## src/rtl/adc_pkg.sv

```systemverilog
// Shared types for the charge-balancing ADC sequencer: FSM states and reference-mux codes.
package adc_pkg;

    typedef enum logic [2:0] {
        ST_IDLE,
        ST_RESET,
        ST_SIGNAL,
        ST_RUNDOWN,
        ST_DONE
    } adc_state_t;

    localparam logic [1:0] REFMUX_OFF = 2'b00;
    localparam logic [1:0] REFMUX_POS = 2'b01;
    localparam logic [1:0] REFMUX_NEG = 2'b10;

endpackage

```

## src/rtl/adc_sync2.sv

```systemverilog
// Two-flop synchroniser for the asynchronous integrator comparator.
module adc_sync2 (
    input  logic clk,
    input  logic reset,
    input  logic d,
    output logic q
);

    logic meta;

    always_ff @(posedge clk) begin
        if (!reset) begin
            meta <= 1'b0;
            q    <= 1'b0;
        end else begin
            meta <= d;
            q    <= meta;
        end
    end

endmodule

```

## src/rtl/adc_modulation.sv

```systemverilog
// Multi-slope ADC sequencer: integrator reset, modulated signal phase, rundown timing.
// Define ADC_MODULATION_MONITOR_EN to register debug taps onto the monitor port.
module adc_modulation
    import adc_pkg::*;
#(
    parameter int CNT_W = 32,
    parameter int MOD_W = 8
) (
    input  logic             clk,
    input  logic             reset,
    input  logic [CNT_W-1:0] clk_count_reset_n,
    input  logic [CNT_W-1:0] clk_count_sig_n,
    input  logic [MOD_W-1:0] mod_period,
    input  logic             comparator_val,
    input  logic             adc_measure_trig,
    output logic             cmpr_latch,
    output logic             sigmux,
    output logic             resetmux,
    output logic [1:0]       refmux,
    output logic             adc_measure_valid,
    output logic [CNT_W-1:0] count_up,
    output logic [CNT_W-1:0] count_down,
    output logic [CNT_W-1:0] count_rundown,
    output logic             adc_overflow,
    output logic [5:0]       monitor
);

    localparam logic [CNT_W-1:0] CNT_ONE = CNT_W'(1);
    localparam logic [MOD_W-1:0] MOD_ONE = MOD_W'(1);

    function automatic logic [CNT_W-1:0] sat_inc(input logic [CNT_W-1:0] v);
        return (&v) ? v : v + CNT_ONE;
    endfunction

    logic             cmp_s;
    adc_state_t       state;
    logic [CNT_W-1:0] phase_cnt;
    logic [MOD_W-1:0] mod_cnt;
    logic             rec_cmp;
    logic [CNT_W-1:0] reset_len, sig_len;
    logic             mod_last;

    adc_sync2 u_sync (
        .clk   (clk),
        .reset (reset),
        .d     (comparator_val),
        .q     (cmp_s)
    );

    // phase_cnt holds remaining cycles/periods minus one, so zero lengths collapse to one
    assign reset_len = (clk_count_reset_n == '0) ? '0 : clk_count_reset_n - CNT_ONE;
    assign sig_len   = (clk_count_sig_n == '0) ? '0 : clk_count_sig_n - CNT_ONE;
    assign mod_last  = (mod_period == '0) || (mod_cnt == mod_period - MOD_ONE);

    // The period decision is taken on the edge that starts the period so refmux
    // is already valid for every cycle of it.
    always_ff @(posedge clk) begin
        if (!reset) begin
            state             <= ST_IDLE;
            refmux            <= REFMUX_OFF;
            sigmux            <= 1'b0;
            resetmux          <= 1'b1;
            cmpr_latch        <= 1'b1;
            adc_measure_valid <= 1'b0;
            adc_overflow      <= 1'b0;
            count_up          <= '0;
            count_down        <= '0;
            count_rundown     <= '0;
            phase_cnt         <= '0;
            mod_cnt           <= '0;
            rec_cmp           <= 1'b0;
        end else if (adc_measure_trig) begin
            state             <= ST_RESET;
            refmux            <= REFMUX_OFF;
            sigmux            <= 1'b0;
            resetmux          <= 1'b1;
            cmpr_latch        <= 1'b0;
            adc_measure_valid <= 1'b0;
            adc_overflow      <= 1'b0;
            count_up          <= '0;
            count_down        <= '0;
            count_rundown     <= '0;
            phase_cnt         <= reset_len;
            mod_cnt           <= '0;
        end else begin
            case (state)
                ST_RESET: begin
                    if (phase_cnt == '0) begin
                        state     <= ST_SIGNAL;
                        resetmux  <= 1'b0;
                        sigmux    <= 1'b1;
                        phase_cnt <= sig_len;
                        mod_cnt   <= '0;
                        if (cmp_s) begin
                            refmux     <= REFMUX_NEG;
                            count_down <= sat_inc(count_down);
                        end else begin
                            refmux   <= REFMUX_POS;
                            count_up <= sat_inc(count_up);
                        end
                    end else begin
                        phase_cnt <= phase_cnt - CNT_ONE;
                    end
                end
                ST_SIGNAL: begin
                    if (mod_last) begin
                        mod_cnt <= '0;
                        if (phase_cnt == '0) begin
                            state   <= ST_RUNDOWN;
                            sigmux  <= 1'b0;
                            rec_cmp <= cmp_s;
                            refmux  <= cmp_s ? REFMUX_NEG : REFMUX_POS;
                        end else begin
                            phase_cnt <= phase_cnt - CNT_ONE;
                            if (cmp_s) begin
                                refmux     <= REFMUX_NEG;
                                count_down <= sat_inc(count_down);
                            end else begin
                                refmux   <= REFMUX_POS;
                                count_up <= sat_inc(count_up);
                            end
                        end
                    end else begin
                        mod_cnt <= mod_cnt + MOD_ONE;
                    end
                end
                ST_RUNDOWN: begin
                    if ((cmp_s != rec_cmp) || (&count_rundown)) begin
                        state             <= ST_DONE;
                        adc_overflow      <= (cmp_s == rec_cmp);
                        refmux            <= REFMUX_OFF;
                        resetmux          <= 1'b1;
                        cmpr_latch        <= 1'b1;
                        adc_measure_valid <= 1'b1;
                    end else begin
                        count_rundown <= count_rundown + CNT_ONE;
                    end
                end
                default: ;
            endcase
        end
    end

`ifdef ADC_MODULATION_MONITOR_EN
    logic [5:0] monitor_q;

    always_ff @(posedge clk) begin
        if (!reset) monitor_q <= '0;
        else        monitor_q <= {adc_overflow, adc_measure_valid, adc_measure_trig, cmp_s, refmux};
    end

    assign monitor = monitor_q;
`else
    assign monitor = 6'b0;
`endif

endmodule
```

## config.mk

```make
export PLATFORM = sky130hd
export DESIGN_NAME = adc_modulation
export DESIGN_NICKNAME = d
export VERILOG_FILES = /design/src/rtl/adc_pkg.sv /design/src/rtl/adc_sync2.sv /design/src/rtl/adc_modulation.sv
export SDC_FILE = /design/constraint.sdc
export NUM_CORES = 1
export LEC_CHECK = 0
export CORE_MARGIN = 3
export CORE_UTILIZATION = 50
export CTS_BUF_LIST = sky130_fd_sc_hd__clkbuf_4
export DETAILED_ROUTE_END_ITERATION = 10
export PLACE_DENSITY = 0.89
export SKIP_LAST_GASP = 1
export SLEW_MARGIN = 10
export SYNTH_ARGS = -nofsm -noshare
export SYNTH_HDL_FRONTEND = slang
export SYNTH_SLANG_ARGS = --single-unit
export TNS_END_PERCENT = 50
```

## constraint.sdc

```tcl
create_clock -name clk -period 4.4 [get_ports clk]
set_clock_uncertainty 0.15 [all_clocks]
set_input_delay 0.66 -clock clk [delete_from_list [all_inputs] [get_ports clk]]
set_output_delay 0.66 -clock clk [all_outputs]
set_load 0.01 [all_outputs]
```

After elaboration in Yosys (flattened, before gate mapping)
Index checks and enable logic that the tools add are counted.
- multiplexer cells: 41
- reduce and logical (&&, ||, !) cells: 29
- bitwise gates (word level): 3
- equality and inequality tests: 16
- $add $sub $neg: 8
- operator list (kind ; count):
    32-bit two-way mux ; 16
    32-bit one-hot mux with 2 select lines ; 3
    32-bit by 1-bit adder with 32-bit output, second input constant ; 3
    32-bit zero test ; 3
    32-bit AND reduction ; 3
    32-bit by 1-bit subtractor with 32-bit output, second input constant ; 3
    8-bit two-way mux ; 2
    8-bit one-hot mux with 2 select lines ; 1
    4-bit AND reduction ; 4
    3-bit != test, second input constant ; 5
    3-bit two-way mux ; 4
    2-bit != test, second input constant ; 5
    5-bit AND reduction ; 2
    3-bit one-hot mux with 3 select lines ; 1
    8-bit by 1-bit adder with 8-bit output, second input constant ; 1
    8-bit equality test ; 1
    8-bit zero test ; 1
    2-bit two-way mux ; 4
    2-bit AND reduction ; 4
    2-bit nonzero test ; 4
    8-bit by 1-bit subtractor with 8-bit output, second input constant ; 1
    1-bit two-way mux ; 7
    3-bit by 2-bit equality test with 1-bit output, second input constant ; 2
    2-bit one-hot mux with 3 select lines ; 1
    other kinds (10) ; 16
- flip-flop bits (word level): 149
- output and inout bits: 109
- input port bits: 76
- word-level logic and storage cells: 113

Logic depth before layout (Yosys ltp)
Gate-level depths: netlist of run 1.
- depth in word-level cells: 6
- mapped depth: 12
- gate-level depth less buffers: 10

Cells and area by module
Synthesis of run 1 repeated with hierarchy kept, for this count alone.
- cells, all modules: 1198
- area, all modules: 9263.9 sq um
- modules (own cells, without submodules) (module ; area each (sq um) ; instances ; sequential area each (sq um) ; cells each):
    adc_modulation ; 9211.3 ; 1 ; 2942.8 ; 1194
    adc_sync2 ; 52.6 ; 1 ; 40.0 ; 4

Worst setup path before layout of run 1
Ideal clock, no wire load.
- kind: input-to-reg
- start point: input clk_count_reset_n[11]
- end point: register phase_cnt[30]
- buffers on the path: 1
- setup time: 0.119 ns
- required time: 4.131 ns
- stages on the path: 7
- data arrival time: 3.142 ns
- slack: 0.989 ns
- cell sequence: or4_1 > or3_1 > or3b_2 > o41ai_2 > clkbuf_1 > nor2_1 > o221a_2
- word-level cells in the longest chain between the ends: 3
- elaborated cells on any way between the ends: 4
- those cells by class: 1 x add/sub; 2 x mux; 1 x reduce/logical
- RTL lines (what ; line ; source):
    start: declaration ; adc_modulation.sv:11 ; input logic [CNT_W-1:0] clk_count_reset_n,
    32-bit by 1-bit subtractor with 32-bit output / 32-bit zero test (equally long branches) ; adc_modulation.sv:51 ; assign reset_len = (clk_count_reset_n == '0) ? '0 : clk_count_reset_n - CNT_ONE;
    32-bit two-way mux * ; adc_modulation.sv:51 ;
    32-bit two-way mux * ; adc_modulation.sv:72 ; end else if (adc_measure_trig) begin
    end signal: assignment ; adc_modulation.sv:83 ; phase_cnt <= reset_len;
    end signal: assignment ; adc_modulation.sv:92 ; phase_cnt <= sig_len;
    end signal: assignment ; adc_modulation.sv:102 ; phase_cnt <= phase_cnt - CNT_ONE;
    end: declaration ; adc_modulation.sv:37 ; logic [CNT_W-1:0] phase_cnt;
Every way passes the cells marked *; elsewhere a longest branch is shown, timed or not.
A chain may end at the register's enable or synchronous reset.

Final worst setup path of run 1
- start point: register phase_cnt[15]
- end point: register count_up[16]
- word-level cells in the longest chain between the ends: 3
- elaborated cells on any way between the ends: 4
- those cells by class: 2 x eq/ne; 2 x reduce/logical
- RTL lines (what ; line ; source):
    32-bit zero test * ; adc_modulation.sv:88, adc_modulation.sv:108 ;
    2-bit != test (no source line) ; n/a ;
    4-bit AND reduction (no source line) * ; n/a ;
    end signal: assignment ; adc_modulation.sv:99 ; count_up <= sat_inc(count_up);
    end signal: assignment ; adc_modulation.sv:120 ; count_up <= sat_inc(count_up);
    end: declaration ; adc_modulation.sv:21 ; output logic [CNT_W-1:0] count_up,
Marks and branches as above.

==> Implementation_results.wiki, run 1 <==
{| class="wikitable"
! Metric !! Value
|-
| Status || completed
|-
| Commonest non-fill, non-tap cells in the layout || 178 x sky130_fd_sc_hd__clkdlybuf4s50_1, 153 x sky130_fd_sc_hd__nor2_1, 149 x sky130_fd_sc_hd__dfxtp_1
|-
| Number of maximum-capacitance violations || 0
|-
| Detailed-route wire length || 26.4 mm
|-
| Synthesized instance count || 1183
|-
| Timing startpoint of the critical path || phase_cnt[15]
|-
| Count of input and output buffers || 178
|-
| Total negative slack || 0 ns
|-
| WP depth || 10
|-
| First-pass DRT Iterations || 7
|-
| Most frequent standard cell in the layout excluding fill and tap cells || sky130_fd_sc_hd__clkdlybuf4s50_1
|-
| Synth-to-Final Area Change || 25.4%
|-
| Remaining design rule violation count || 0
|-
| Cell repeated most along the worst path || sky130_fd_sc_hd__buf_4
|-
| Floorplan die width || ~140 um
|-
| WL per Instance || 16.6 um
|-
| Worst-path cell chain || or4_4 -> or3_1 -> nor4_2 -> a21oi_1 -> o22ai_2 -> buf_4 -> nor3_1 -> buf_4 -> and4_1 -> mux2i_1
|-
| FF-to-FF Start || phase_cnt[15]
|-
| Static power due to leakage || between 4 and 5 nW
|-
| Clock tree root driver cell || sky130_fd_sc_hd__clkbuf_4
|-
| Post-detail-place hpwl || 19.4 mm
|-
| Final critical path time including I/O delays and setup || 3.72 ns
|-
| Slowest cell delay on critical path || approximately 0.58 ns
|-
| CP top delay family || simple AND/OR/NAND/NOR gates
|-
| Dominant synthesized flop cell || sky130_fd_sc_hd__dfxtp_1
|-
| CTS tree || done
|-
| Cts hold-fix bufs || 0
|-
| Area of the core || 18100 um2
|-
| Quantity of gates resized following cts || 0
|-
| Slew headroom || 24.4%
|-
| Total congestion overflow after global routing || 0
|-
| Final setup viols || 0
|-
| Total Die Area || just over 20000 um2
|-
| Synth Area per Inst || ~7.8 um2
|-
| Critical-path cell with the highest stage delay || sky130_fd_sc_hd__or4_4
|-
| Via count of the first global-routing pass || a little under 9000
|-
| Required time of the critical path || 4.75 ns
|-
| Worst IR drop on VDD || ~170 uV
|-
| Die outline height || 142 um
|-
| Wire length of the first global-routing pass || 42.4 mm
|-
| CTS max path bufs || 2
|-
| Worst reg2reg path depth || 10
|-
| Nature of the critical path endpoint || flop
|-
| Sort of element at the start of the critical path || flop
|-
| Via-to-Cell Ratio || 6.13
|-
| Antenna violations before repair || 1
|-
| Number of warning messages in the yosys log || 0
|-
| Maximum frequency from static timing analysis || 269 MHz
|-
| Largest net degree at the start of global routing || 109
|-
| Fin crit share || 84.6%
|-
| FFs w/ async S/R, synth || 0%
|-
| Register-to-register path setup slack || 0.68 ns
|-
| Sequential fraction of the synthesis area || between 30% and 40%
|-
| Number of DRC markers in iteration 0 || slightly above 800
|-
| Share of post-route cells with drive strength above 1 || 6.70%
|-
| Top-area cell type share of the netlist area || 32.1%
|-
| Post-route ant nets || 0
|-
| Area post-placement || 11300 um2
|-
| Power density over cell area || roughly 240 nW/um2
|-
| Final GP Congestion || roughly 0.94
|-
| Synth unique cells || 69
|-
| Vias after detailed routing || 9727
|-
| Total CTS buffers || 17
|-
| Buffering stage count on the worst path with inverters included || 2
|-
| Number of nets in the layout || about 1400
|-
| Initial standard-cell utilization of the core || 51.3%
|-
| Largest cells by area after synthesis || sky130_fd_sc_hd__dfxtp_1 32%, sky130_fd_sc_hd__xnor2_1 8.3%, sky130_fd_sc_hd__nor2_1 6.2%
|-
| Synthesized flop and latch total || roughly 150
|-
| Unrepaired setup endpoints after global routing || false
|-
| Setup fix buffers added after clock tree synthesis || 0
|-
| Clock Pin Slew Worst Setup and Hold Paths || 0.15 ns
|-
| Endpoint arrival time on the critical path || roughly 4.1 ns
|-
| Max H-tree Level || 4
|-
| Number of clock sinks || between 100 and 150
|-
| Number of failing hold endpoints at the final stage || 0
|-
| Cell taking the most area after synthesis || sky130_fd_sc_hd__dfxtp_1
|-
| Fin area || roughly 12000 um2
|-
| WHS Path Cells || 1
|-
| Post-Synthesis Cell Area || a little over 9000 um2
|-
| Count of flip-flops with a built-in enable after synthesis || 0
|-
| IO Count || between 150 and 200
|-
| Number of pins exceeding their max-slew limit in the final report || 0
|-
| Count of standard-cell rows || 49
|-
| Critical path destination || count_up[16]
|-
| Min-delay worst type || flop to flop
|-
| Endpoint of the lowest-slack register-to-register path || count_up[16]
|-
| Worst slew pin tran || about 1.1 ns
|-
| Worst-path fanout max || 29
|-
| Clk_lat worst skew || 0.58 ns
|-
| Critical path class || flop to flop
|-
| Tot GR Track Use || 25.1%
|}
## logic make-up after synthesis
logic type | synth area share, %
AOI/OAI and AO/OA | 15.8
adders and majority gates | 1.48
DFF | 32.1
other | 0.0404
and+or+nand+nor | 31.1
buffers and inverters | 4.12
xor gates and xnor gates | 14.1
muxes | 1.19
## where the power goes
group          leakage [nW]  total, mW  internal, mW  switching (mW)
sequential             1.21       1.41          1.38          0.0355
combinational          2.64      0.431         0.203           0.228
clock                 0.173      0.986         0.464           0.522
total                  4.02       2.83          2.04           0.786
## worst min-delay path by stage
stage / start / to / slack [ns]
after CTS: u_sync.meta / u_sync.q / 0.31
after floorplan: u_sync.meta / u_sync.q / 0.26
after global placement: u_sync.meta / u_sync.q / 0.27
final: u_sync.meta / u_sync.q / 0.31
after detailed placement: u_sync.meta / u_sync.q / 0.28
after global routing: u_sync.meta / u_sync.q / 0.34
## registers in the layout (all words and copies together) (netlist names), 2 cells and up
name	flops
count_rundown	32
count_up	32
mod_cnt	8
count_down	32
phase_cnt	32
refmux	2
state	3
## per-stage QoR
step	total power, mW	worst slack [ns]	hold WS (ns)	util [%]	instances
floorplan	1.70	0.989	0.262	-	1188
global placement	1.85	0.366	0.267	62.5	1555
detailed placement	1.86	0.269	0.281	62.5	1555
CTS	2.83	0.706	0.310	64.4	1587
global route	2.94	0.506	0.336	64.4	1588
finish	2.83	0.676	0.306	64.4	1588
## cells in the mapped netlist, types with 5 or more instances
master / n
sky130_fd_sc_hd__xnor2_1: 88
sky130_fd_sc_hd__o211a_1: 20
sky130_fd_sc_hd__dfxtp_1: 149
sky130_fd_sc_hd__nand4_1: 42
sky130_fd_sc_hd__o221ai_1: 6
sky130_fd_sc_hd__nor2_1: 154
sky130_fd_sc_hd__o22ai_1: 16
sky130_fd_sc_hd__a31oi_1: 7
sky130_fd_sc_hd__and3_1: 16
sky130_fd_sc_hd__ha_1: 11
sky130_fd_sc_hd__or2_2: 13
sky130_fd_sc_hd__nand2_1: 86
sky130_fd_sc_hd__a221oi_1: 7
sky130_fd_sc_hd__xor2_1: 62
sky130_fd_sc_hd__and2_1: 7
sky130_fd_sc_hd__o21ai_0: 34
sky130_fd_sc_hd__mux2i_1: 11
sky130_fd_sc_hd__inv_1: 29
sky130_fd_sc_hd__a21oi_1: 67
sky130_fd_sc_hd__or3_1: 23
sky130_fd_sc_hd__buf_1: 5
sky130_fd_sc_hd__buf_2: 6
sky130_fd_sc_hd__nand3_1: 54
sky130_fd_sc_hd__nand2b_1: 8
sky130_fd_sc_hd__nand3b_1: 7
sky130_fd_sc_hd__or4_1: 14
sky130_fd_sc_hd__a41o_1: 6
sky130_fd_sc_hd__nor4_1: 43
sky130_fd_sc_hd__o221a_2: 6
sky130_fd_sc_hd__a2bb2oi_1: 6
sky130_fd_sc_hd__clkbuf_1: 45
sky130_fd_sc_hd__and4_1: 15
sky130_fd_sc_hd__nor3_1: 54
sky130_fd_sc_hd__buf_4: 6
## layer usage
metal	vias up	share of wire [%]	GRT usage [%]
met3	62	8.9	5.54
li1	4624	-	-
met2	516	47	41.3
met5	-	0	0
met1	4525	42	32.7
met4	0	2.2	8.03
## final cells by class
type	instances	area (um2)
fillers	1469	6440
multi-input cells	947	5960
flip-flops and latches	149	2980
repair buffers	201	1970
well taps	229	287
clock inverters	14	199
clock buffers	18	135
inverters	29	109
diodes	1	2.50
Note: power is estimated with default switching activity, not from simulation.
==> run 2, diff against run 1 <==
==> constraint.sdc (replaced) <==
create_clock -name clk -period 3.8 [get_ports clk]
set_clock_uncertainty 0.15 [all_clocks]
set_input_delay 0.57 -clock clk [delete_from_list [all_inputs] [get_ports clk]]
set_output_delay 0.57 -clock clk [all_outputs]
set_load 0.01 [all_outputs]
==> run 2 against run 1 <==
Against the previous run:
- worst setup slack lost 0.47 ns
- die area did not move
- cell count increased by 1.9%
- critical endpoint unchanged
==> Implementation_results.wiki, run 2 (synthesis results as in run 1) <==
{| class="wikitable"
! Metric !! Value
|-
| Final GP Congestion || 0.920 (-1.7%)
|-
| Initial standard-cell utilization of the core || 51.3% (unchanged)
|-
| Die outline height || 142 um (unchanged)
|-
| Commonest non-fill, non-tap cells in the layout || 178 x sky130_fd_sc_hd__clkdlybuf4s50_1, 153 x sky130_fd_sc_hd__nor2_1, 149 x sky130_fd_sc_hd__dfxtp_1
|-
| Floorplan die width || 142 um (unchanged)
|-
| Final WS setup || 0.201 ns (-0.474 ns)
|-
| Status || completed
|-
| Count of standard-cell rows || 49 (unchanged)
|-
| Post-detail-place hpwl || 19.9 mm (+2.5%)
|-
| Setup fix buffers added after clock tree synthesis || 0 (unchanged)
|-
| Total CTS buffers || 17 (unchanged)
|-
| Maximum frequency from static timing analysis || 278 MHz (+3.5%)
|-
| Power density over cell area || 267 nW/um2 (+9.7%)
|-
| Count of input and output buffers || 178 (unchanged)
|-
| Total congestion overflow after global routing || 0 (unchanged)
|-
| Critical path class || flop to flop
|-
| Number of DRC markers in iteration 0 || 1001 (+23%)
|-
| Remaining design rule violation count || 0 (unchanged)
|-
| First-pass DRT Iterations || 7 (unchanged)
|-
| Clock Pin Slew Worst Setup and Hold Paths || 0.15 ns (about the same)
|-
| Slew headroom || 42.0% (+18 points)
|-
| Post-route ant nets || 0 (unchanged)
|-
| Via-to-Cell Ratio || 6.08 (-0.78%)
|-
| Quantity of gates resized following cts || 0 (unchanged)
|-
| Max H-tree Level || 4 (unchanged)
|-
| Final setup viols || 0 (unchanged)
|-
| Wire length of the first global-routing pass || 43.7 mm (+3.0%)
|-
| Number of maximum-capacitance violations || 0 (unchanged)
|-
| Largest net degree at the start of global routing || 69 (-37%)
|-
| CTS max path bufs || 2 (unchanged)
|-
| Tot GR Track Use || 25.9% (+0.81 points)
|-
| WL per Instance || 16.6 um (-0.34%)
|-
| Clk_lat worst skew || 0.60 ns (+0.02 ns)
|-
| Fin crit share || 94.7% (+10 points)
|-
| CTS tree || done
|-
| Final critical path time including I/O delays and setup || 3.60 ns (-0.126 ns)
|-
| Endpoint arrival time on the critical path || 3.94 ns (-0.14 ns)
|-
| Sort of element at the start of the critical path || flop
|-
| Number of clock sinks || 149 (unchanged)
|-
| Util after Layout || 65.2% (+0.88 points)
|-
| Clock tree root driver cell || sky130_fd_sc_hd__clkbuf_4
|-
| Required time of the critical path || 4.15 ns (-0.60 ns)
|-
| Most frequent standard cell in the layout excluding fill and tap cells || sky130_fd_sc_hd__clkdlybuf4s50_1
|-
| Number of nets in the layout || 1461 (+2.0%)
|-
| Antenna violations before repair || 1 (unchanged)
|-
| Unrepaired setup endpoints after global routing || false
|-
| Min-delay worst type || flop to flop
|-
| Via count of the first global-routing pass || 9102 (+3.1%)
|-
| Total negative slack || 0 ns (unchanged)
|-
| Cts hold-fix bufs || 0 (unchanged)
|-
| Nature of the critical path endpoint || flop
|-
| IO Count || 185 (unchanged)
|-
| Number of pins exceeding their max-slew limit in the final report || 0 (unchanged)
|-
| Worst-path fanout max || 29 (unchanged)
|-
| Number of failing hold endpoints at the final stage || 0 (unchanged)
|-
| Synth-to-Final Area Change || 27.1%
|-
| Static power due to leakage || 4.14 nW (+2.9%)
|-
| Total Die Area || 20200 um2 (unchanged)
|-
| Vias after detailed routing || 9833 (+1.1%)
|-
| Detailed-route wire length || 26.8 mm (+1.5%)
|-
| Worst slack on hold paths || 0.308 ns (+0.00130 ns)
|-
| Share of post-route cells with drive strength above 1 || 8.72% (+2.0 points)
|-
| Area of the core || 18100 um2 (unchanged)
|-
| Pre-CTS setup slack || -0.0519 ns (-0.321 ns)
|-
| Worst IR drop on VDD || 184 uV (+8.7%)
|-
| Worst slew pin tran || 0.867 ns (-0.267 ns)
|}
## run 2: metal layers
metal,wire (um),global-route usage (%),share of wire [%]
met2,12500,42.1,47
met3,2360,5.14,8.8
met4,726,10.2,2.7
met1,11200,33.8,42
met5,0,0,0
## run 2: cell type report
type / count / area (um2)
Antenna cell: 2 / 5.00
Clock buffer: 17 / 128
Clock inverter: 15 / 145
Fill cell: 1483 / 6290
Inverter: 29 / 109
Multi-Input combinational cell: 947 / 5960
Sequential cell: 149 / 2980
Tap cell: 229 / 287
Timing Repair Buffer: 230 / 2180
## run 2: power by group
| part | total (mW) | switching (mW) | internal (mW) | leakage [nW] |
|---|---|---|---|---|
| Combinational | 0.522 | 0.273 | 0.249 | 2.78 |
| Sequential | 1.64 | 0.0414 | 1.59 | 1.21 |
| Clock | 0.988 | 0.647 | 0.341 | 0.146 |
## run 2: metrics by stage
stage                     total power, mW  instances  instance area (um2)
after CTS                            3.14       1616                11800
after detailed placement             2.18       1584                11500
after global placement               2.16       1584                11500
after global routing                 3.27       1618                11800
final                                3.15       1618                11800
after floorplan                      1.97       1188                 9300
## run 2: final timing paths
kind	slack [ns]	startpoint	endpoint	depth (start not counted)
worst min-delay path	0.31	u_sync.meta	u_sync.q	1
worst min register to register	0.31	u_sync.meta	u_sync.q	1
worst max register to register	0.20	phase_cnt[15]	count_up[16]	10
worst max-delay path	0.20	phase_cnt[15]	count_up[16]	10
## run 2: critical path, cell delays in order (launching register included)
cell and delay [ns]:
sky130_fd_sc_hd__dfxtp_1 0.40, sky130_fd_sc_hd__or4_4 0.59, sky130_fd_sc_hd__or3_1 0.48, sky130_fd_sc_hd__nor4_2 0.41
sky130_fd_sc_hd__a21oi_1 0.26, sky130_fd_sc_hd__o22ai_2 0.21, sky130_fd_sc_hd__buf_4 0.34, sky130_fd_sc_hd__nor3_1 0.10
sky130_fd_sc_hd__buf_4 0.21, sky130_fd_sc_hd__and4_1 0.22, sky130_fd_sc_hd__mux2i_1 0.12
